File: config.mk
export PLATFORM = sky130hd
export DESIGN_NAME = shift_add_mult
export DESIGN_NICKNAME = d
export VERILOG_FILES = /design/src/rtl/shift_add_mult_pkg.sv /design/src/rtl/shift_add_mult_addsub9.sv /design/src/rtl/shift_add_mult.sv
export SDC_FILE = /design/constraint.sdc
export NUM_CORES = 1
export LEC_CHECK = 0
export ABC_CLOCK_PERIOD_IN_PS = 6650
export CAP_MARGIN = 10
export CORE_MARGIN = 4
export CORE_UTILIZATION = 55
export CTS_CLUSTER_DIAMETER = 30
export DETAILED_ROUTE_END_ITERATION = 10
export GPL_TIMING_DRIVEN = 0
export PLACE_DENSITY = 0.94
export SLEW_MARGIN = 20
export SYNTH_ARGS = -nofsm -noshare
export SYNTH_HDL_FRONTEND = slang
export SYNTH_HIERARCHICAL = 1
export SYNTH_SLANG_ARGS = --single-unit
File: constraint.sdc
create_clock -name Clk -period 6.65 [get_ports Clk]
set_input_delay 0.665 -clock Clk [delete_from_list [all_inputs] [get_ports Clk]]
set_output_delay 0.665 -clock Clk [all_outputs]
set_load 0.02 [all_outputs]
File: src/rtl/shift_add_mult_pkg.sv
// Shared types and constants for the shift-and-add signed multiplier.
// The FSM state encoding and the index of the final (subtracting) iteration live here.
package shift_add_mult_pkg;

    typedef enum logic [1:0] {
        IDLE  = 2'd0,
        ADD   = 2'd1,
        SHIFT = 2'd2,
        DONE  = 2'd3
    } state_t;

    localparam logic [2:0] LAST_ITER = 3'd7;

endpackage

File: src/rtl/shift_add_mult_addsub9.sv
// 9-bit adder/subtractor shared by every iteration of the multiplier.
// When fn=1 the operand B is inverted and a carry-in of 1 is added, giving A-B.
module addsub9 (
    input  logic [8:0] A,
    input  logic [8:0] B,
    input  logic       fn,
    output logic [8:0] S
);

    assign S = A + (B ^ {9{fn}}) + {8'd0, fn};

endmodule

File: src/rtl/shift_add_mult.sv
// Sequential signed multiplier: 8 add-then-arithmetic-shift iterations over {X,A,B}.
// Last iteration subtracts, since the multiplier's MSB carries negative weight.
module shift_add_mult
    import shift_add_mult_pkg::*;
#(
    parameter int WIDTH = 8
) (
    input  logic                 Clk,
    input  logic                 Reset_n,
    input  logic                 start,
    input  logic [WIDTH-1:0]     a_in,
    input  logic [WIDTH-1:0]     b_in,
    output logic                 busy,
    output logic                 done,
    output logic [2*WIDTH-1:0]   product,
    output logic                 x
);

    state_t           state, state_next;
    logic [WIDTH-1:0] s_q;
    logic [WIDTH-1:0] a_q;
    logic [WIDTH-1:0] b_q;
    logic             x_q;
    logic [2:0]       cnt_q;
    logic             done_q;
    logic [WIDTH:0]   sum;
    logic             last_iter;

    assign last_iter = (cnt_q == LAST_ITER);

    // A[7] always equals X whenever ADD runs, so {A[7],A} is the exact 9-bit partial sum.
    addsub9 u_addsub9 (
        .A  ({a_q[WIDTH-1], a_q}),
        .B  ({s_q[WIDTH-1], s_q}),
        .fn (last_iter),
        .S  (sum)
    );

    // NOTE: sequential state uses non-blocking assignments so every register samples
    // the pre-edge values of the others, regardless of statement order.
    always_ff @(posedge Clk or negedge Reset_n) begin
        if (!Reset_n) begin
            state <= IDLE;
        end else begin
            state <= state_next;
        end
    end

    // NOTE: defaults come first so no path through the case leaves an output
    // unassigned, which would otherwise infer a latch.
    always_comb begin
        state_next = state;
        busy       = 1'b1;
        unique case (state)
            IDLE: begin
                busy = 1'b0;
                if (start) state_next = ADD;
            end
            ADD:   state_next = SHIFT;
            SHIFT: state_next = last_iter ? DONE : ADD;
            DONE:  state_next = IDLE;
            default: state_next = IDLE;
        endcase
    end

    always_ff @(posedge Clk or negedge Reset_n) begin
        if (!Reset_n) begin
            s_q    <= '0;
            a_q    <= '0;
            b_q    <= '0;
            x_q    <= 1'b0;
            cnt_q  <= '0;
            done_q <= 1'b0;
        end else begin
            // Registered pulse: high for the single cycle after DONE, while the product is stable.
            done_q <= (state == DONE);
            unique case (state)
                IDLE: begin
                    if (start) begin
                        s_q   <= a_in;
                        b_q   <= b_in;
                        a_q   <= '0;
                        x_q   <= 1'b0;
                        cnt_q <= '0;
                    end
                end
                ADD: begin
                    if (b_q[0]) begin
                        {x_q, a_q} <= sum;
                    end
                end
                SHIFT: begin
                    {x_q, a_q, b_q} <= {x_q, x_q, a_q, b_q[WIDTH-1:1]};
                    if (!last_iter) cnt_q <= cnt_q + 3'd1;
                end
                DONE: ;
                default: ;
            endcase
        end
    end

    assign done    = done_q;
    assign product = {a_q, b_q};
    assign x       = x_q;

endmodule

### After elaboration in Yosys (flattened, before gate mapping)

Index checks and enable logic that the tools add are counted.

* equality and inequality tests: 7
* reduce and logical (&&, ||, !) cells: 9
* multiplexer cells: 15
* add/sub/neg operators: 3
* bitwise gates (word level): 1

Operators by type and width (count)
* $mux 8: 3
* $pmux 8 s3: 1
* $pmux 8 s2: 1
* $add 9x1->9: 1
* $add 9x9->9: 1
* $reduce_and 3->1: 3
* $xor 9x9->9: 1
* $pmux 2 s4: 1
* $mux 3: 2
* $ne 2x2->1 const B: 3
* $pmux 3 s2: 1
* $eq 2x2->1 const B: 2
* $mux 2: 2
* $reduce_and 2->1: 2
* $reduce_bool 2->1: 2
* $add 3x1->3 const B: 1
* $eq 3x3->1 const B: 1
* $mux 1: 3
* $reduce_bool 3->1: 1
* $eq 2x1->1 const B: 1
* $logic_not 2->1: 1
* $pmux 1 s2: 1

* flip-flop bits (word level): 31
* word-level logic and storage cells: 42
* input bits: 19
* output and inout port bits: 19

### Logic depth before layout (Yosys ltp)

* depth in word-level cells: 6
* depth in mapped cells: 13
* depth with buffers taken out: 12

### By module

The synthesis kept the hierarchy.

By module, submodules not included
* shift_add_mult: times used 1, area an instance 1515.2 sq um, seq. area each 775.7 sq um, cells each 129
* addsub9: times used 1, area an instance 489.2 sq um, seq. area each 0.0 sq um, cells each 63

### Worst setup path before layout

No wires, ideal clock.

* path kind: register to register
* from: reg cnt_q[0]
* to: reg a_q[6]
* setup time: 125 ps
* cell stages (with the launch flop): 14
* buffers on the path: 1
* data required time: 6525 ps
* arrival time: 2537 ps
* clock period less this slack: 2662 ps
* setup slack: 3988 ps
* cell sequence: dfrtp_1 -> ha_1 -> ha_1 -> buf_6 -> xor2_1 -> inv_1 -> fa_1 -> nor2b_4 -> o31a_1 -> nor2_1 -> xnor2_1 -> a22oi_1 -> nor2b_1 -> mux2_2

* word-level cells in the longest chain between the ends: 6

Ends and longest elaborated chain
* from (decl): RTL line shift_add_mult.sv:24 `logic [2:0] cnt_q;`
* from (signal assigned): RTL line shift_add_mult.sv:94 `if (!last_iter) cnt_q <= cnt_q + 3'd1;`
* $eq 3x3->1 (*): RTL line shift_add_mult.sv:29 `assign last_iter = (cnt_q == LAST_ITER);`
* net last_iter: RTL line shift_add_mult.sv:27 `logic last_iter;`
* $xor 9x9->9: RTL line shift_add_mult_addsub9.sv:10 `assign S = A + (B ^ {9{fn}}) + {8'd0, fn};`
* $add 9x9->9: RTL line shift_add_mult_addsub9.sv:10
* $add 9x1->9 (*): RTL line shift_add_mult_addsub9.sv:10
* net sum[6]: RTL line shift_add_mult.sv:26 `logic [WIDTH:0] sum;`
* $mux 8 (*): RTL line shift_add_mult.sv:88 `if (b_q[0]) begin`
* $pmux 8 s3 (*): RTL line shift_add_mult.sv:77 `unique case (state)`
* to (signal assigned): RTL line shift_add_mult.sv:89 `{x_q, a_q} <= sum;`
* to (signal assigned): RTL line shift_add_mult.sv:93 `{x_q, a_q, b_q} <= {x_q, x_q, a_q, b_q[WIDTH-1:1]};`
* to (decl): RTL line shift_add_mult.sv:21 `logic [WIDTH-1:0] a_q;`

The timed path passes the listed nets; every way through them passes the cells marked *. The select of a mux whose other input is x is not followed.
A chain may end at the register's enable or synchronous reset.

### Worst setup path in the final report

* from: reg cnt_q[0]
* to: reg a_q[7]

The elaborated chain is that of the path after synthesis.

==> impl_metrics.yaml <==
outcome:
  status: "finished clean"
floorplan:
  dieArea_mm2: 0.00467
  die_x_um: 68.4
  initial_utilization_pct: 58.7
  core-area_mm2: 0.00342
  core.rowCount: 21
  die_h_um: 68.4
  ioPinCount: 38
run:
  max-cap-violations: 0
clock_network:
  clk_latency_ns: 0.34
  post-cts-setup-buffers: 0
  cts.clk_slew.worst_paths_ns: 0.10
  cts_resized: 0
  cts_tree: "yes"
  clockBufferDepth: 2
  hold_buffers: 0
  clock-sinks: 31
  cts-root-buf: "clkbuf_4"
  cts_made_buffers: 5
  ctsHtreeMaxLevel: 2
power_and_ir_drop:
  switching_share_pct: 43.5
  p_sw_mw: 0.533
  p_per_area_mw_per_mm2: 490
  p_int_mw: 0.691
  pwr-share-seq_pct: 28.4
  p_leak_nw: 1.12
  peakVddDrop_mv: 0.288
  clkPwrFrac_pct: 10.6
  power_frac_comb_pct: 61.0
setup_path:
  timing.rr.start: "cnt_q[0]$_DFFE_PN0P_"
  path_max_fanout: 9
  path_common_cell: "ha_1"
  worstSetupEndpointType: "flop"
  critPathArrivalTime_ns: 3.27
  rrSetupSlack_ns: 3.62
  reg2regPathDepth: 12
  critical_path.cell_chain: "ha_1 -> ha_1 -> buf_6 -> xor2_1 -> ha_1 -> nand3_1 -> o211ai_1 -> a221oi_1 -> o211ai_1 -> a22oi_1 -> nor2b_1 -> mux2_2"
  cpPeakStageDelay_ns: 0.42
  path_class: "reg2reg"
  cp-start-kind: "flop"
  r2r-end: "a_q[7]$_DFFE_PN0P_"
  crit_slowest_cell: "dfrtp_1"
  required_ns: 6.88
global_route:
  grt-ovfl-total: 0
  grt_pass1_wl_mm: 7.47
  first_global_vias: 1629
  grt_use_total_pct: 21.8
  antenna_found_initial: 0
  grt_max_degree: 32
timing:
  rsz0062_at_grt: "false"
  hold_viol_final: 0
  slew_violations: 0
  relSlewSlack_pct: 54.6
  fin_worst_skew_ns: 0.00655
  setup_violations: 0
  tns_ns: 0
  fmax_mhz: 330
  worst_pin_slew_ns: 0.681
  period_share_pct: 45.6
  finalCriticalPeriod_ns: 3.03
detailed_routing:
  num_vias: 1615
  ant_nets: 0
  first_iter_violations: 90
  viasPerCell: 5.71
  firstDrtPassIters: 4
  post-route-drc-count: 0
  routedWlPerCell_um: 15.8
  wirelength_mm: 4.47
place:
  io_buffer_count: 37
  gp_congestion: 0.830
  dp_hpwl_mm: 3.30
logic_synthesis:
  synthCells: 192
  syn_area_per_cell_um2: 10.4
  yosys-top-cells-area: "dfrtp_1, mux2_2, ha_1"
  synth_cell_type_count: 39
  synth-main-ff-cell: "dfrtp_1"
  syn_area_mm2: 0.00200
  async_flop_share_pct: 100
  synth_top_cell_by_area: "dfrtp_1"
  yosysWarnings: 6
  synth_fp_nets: 226
  ys_ff_latch: 31
  synth_edf_count: 0
  ys_seq_area_share_pct: 38.7
  synth_top_area_share_pct: 38.7
cells_and_area:
  drive_gt1_share_pct: 13.5
  areaGrowthSynthToFinish_pct: 24.5
  nNetsFinal: 270
  n_antenna_cell: 0
  finalCoreUtilization_pct: 73.1
hold_path:
  min_path_type: "in2async"
-- synth_stat cells, types with 2 or more instances --
cell type / instances
a21oi_1: 5
a22oi_1: 8
a31oi_1: 2
clkbuf_1: 3
dfrtp_1: 31
ha_1: 14
inv_1: 9
mux2_2: 16
mux2i_1: 9
nand2_1: 18
nand3_1: 5
nor2_1: 5
nor2b_1: 12
nor2b_4: 2
nor3_1: 2
o211ai_1: 3
o21ai_0: 12
o31ai_1: 2
xnor2_1: 6
xor2_1: 9
-- cell usage in the layout (no fill, tap or decap), types with 6 or more instances in the layout --
cell type and n:
inv_1 9, nand2_1 18, xnor2_1 6, mux2_2 16, o21ai_0 12, dfrtp_1 31
xor2_1 9, mux2i_1 9, nor2b_1 12, ha_1 14, a22oi_1 8, clkdlybuf4s50_1 36
-- worst max-delay path by stage --
stage	start	end	slack, ns	cells after the start
global route	cnt_q[0]$_DFFE_PN0P_	x$_DFFE_PN0P_	3.50	12
global placement	cnt_q[0]$_DFFE_PN0P_	a_q[6]$_DFFE_PN0P_	3.76	13
floorplan	cnt_q[0]$_DFFE_PN0P_	a_q[6]$_DFFE_PN0P_	3.99	13
detailed placement	cnt_q[0]$_DFFE_PN0P_	a_q[6]$_DFFE_PN0P_	3.69	13
finish	cnt_q[0]$_DFFE_PN0P_	a_q[7]$_DFFE_PN0P_	3.62	12
CTS	cnt_q[0]$_DFFE_PN0P_	a_q[6]$_DFFE_PN0P_	3.66	13
-- kinds of logic after synthesis --
kind of cell             Yosys count  share of synthesized area, %
AND/OR/NAND/NOR                   50                          13.8
AO/OA/AOI/OAI                     40                          13.6
flip-flops                        31                          38.7
multiplexers                      26                          14.2
XOR/XNOR                          15                          6.55
buffers and inverters             15                          3.43
adder cells (fa/ha/maj)           15                          9.74
-- cell type report --
type | instances | area, um^2
inverter | 9 | 33.8
clock buffer | 8 | 68.8
timing repair buffer | 37 | 365
multi-input combinational | 146 | 1160
fill | 236 | 920
buffer | 6 | 35.0
sequential | 31 | 776
tap | 46 | 57.6
-- registers in the layout (all words and copies together), names as in the netlist --
name and flops:
state 2, s_q 8, a_q 8, x 1, cnt_q 3, done 1
b_q 8
-- power groups by stage --
stage	Sequential [mW]	Clock, mW	Combinational [mW]
2_1_floorplan	0.384	0	0.480
3_3_place_gp	0.344	0	0.716
3_5_place_dp	0.350	0	0.741
4_1_cts	0.347	0.132	0.746
5_1_grt	0.357	0.143	0.820
6_report	0.347	0.130	0.747
-- per-stage QoR --
stage	hold slack (ns)	worst slack, ns	power, mW	cell area (um^2)	instances
final	0.352	3.62	1.22	2500	283
after global routing	0.391	3.50	1.32	2500	283
after CTS	0.380	3.66	1.22	2500	283
after detailed placement	0.507	3.69	1.09	2430	275
after global placement	0.490	3.76	1.06	2430	275
after floorplan	0.369	3.99	0.865	2000	192
-- metal layers --
metal  wire [um]  vias to the layer above  GRT usage, %
met2        2210                       48          36.1
met4          60                        0          7.69
li1            -                      773             -
met5           0                        -             0
met3         230                        6          6.40
met1        1980                      788          27.0
-- worst max-delay path, delay by kind of cell, from the launching register on --
kind / cells / cell delay [ns]
adders and majority gates: 3 / 0.80
buffers and inverters: 1 / 0.18
AOI/OAI and AO/OA: 4 / 0.81
muxes: 1 / 0.26
xor gates and xnor gates: 1 / 0.25
DFF: 1 / 0.42
and+or+nand+nor: 2 / 0.20
(Power assumes the default switching activity.)
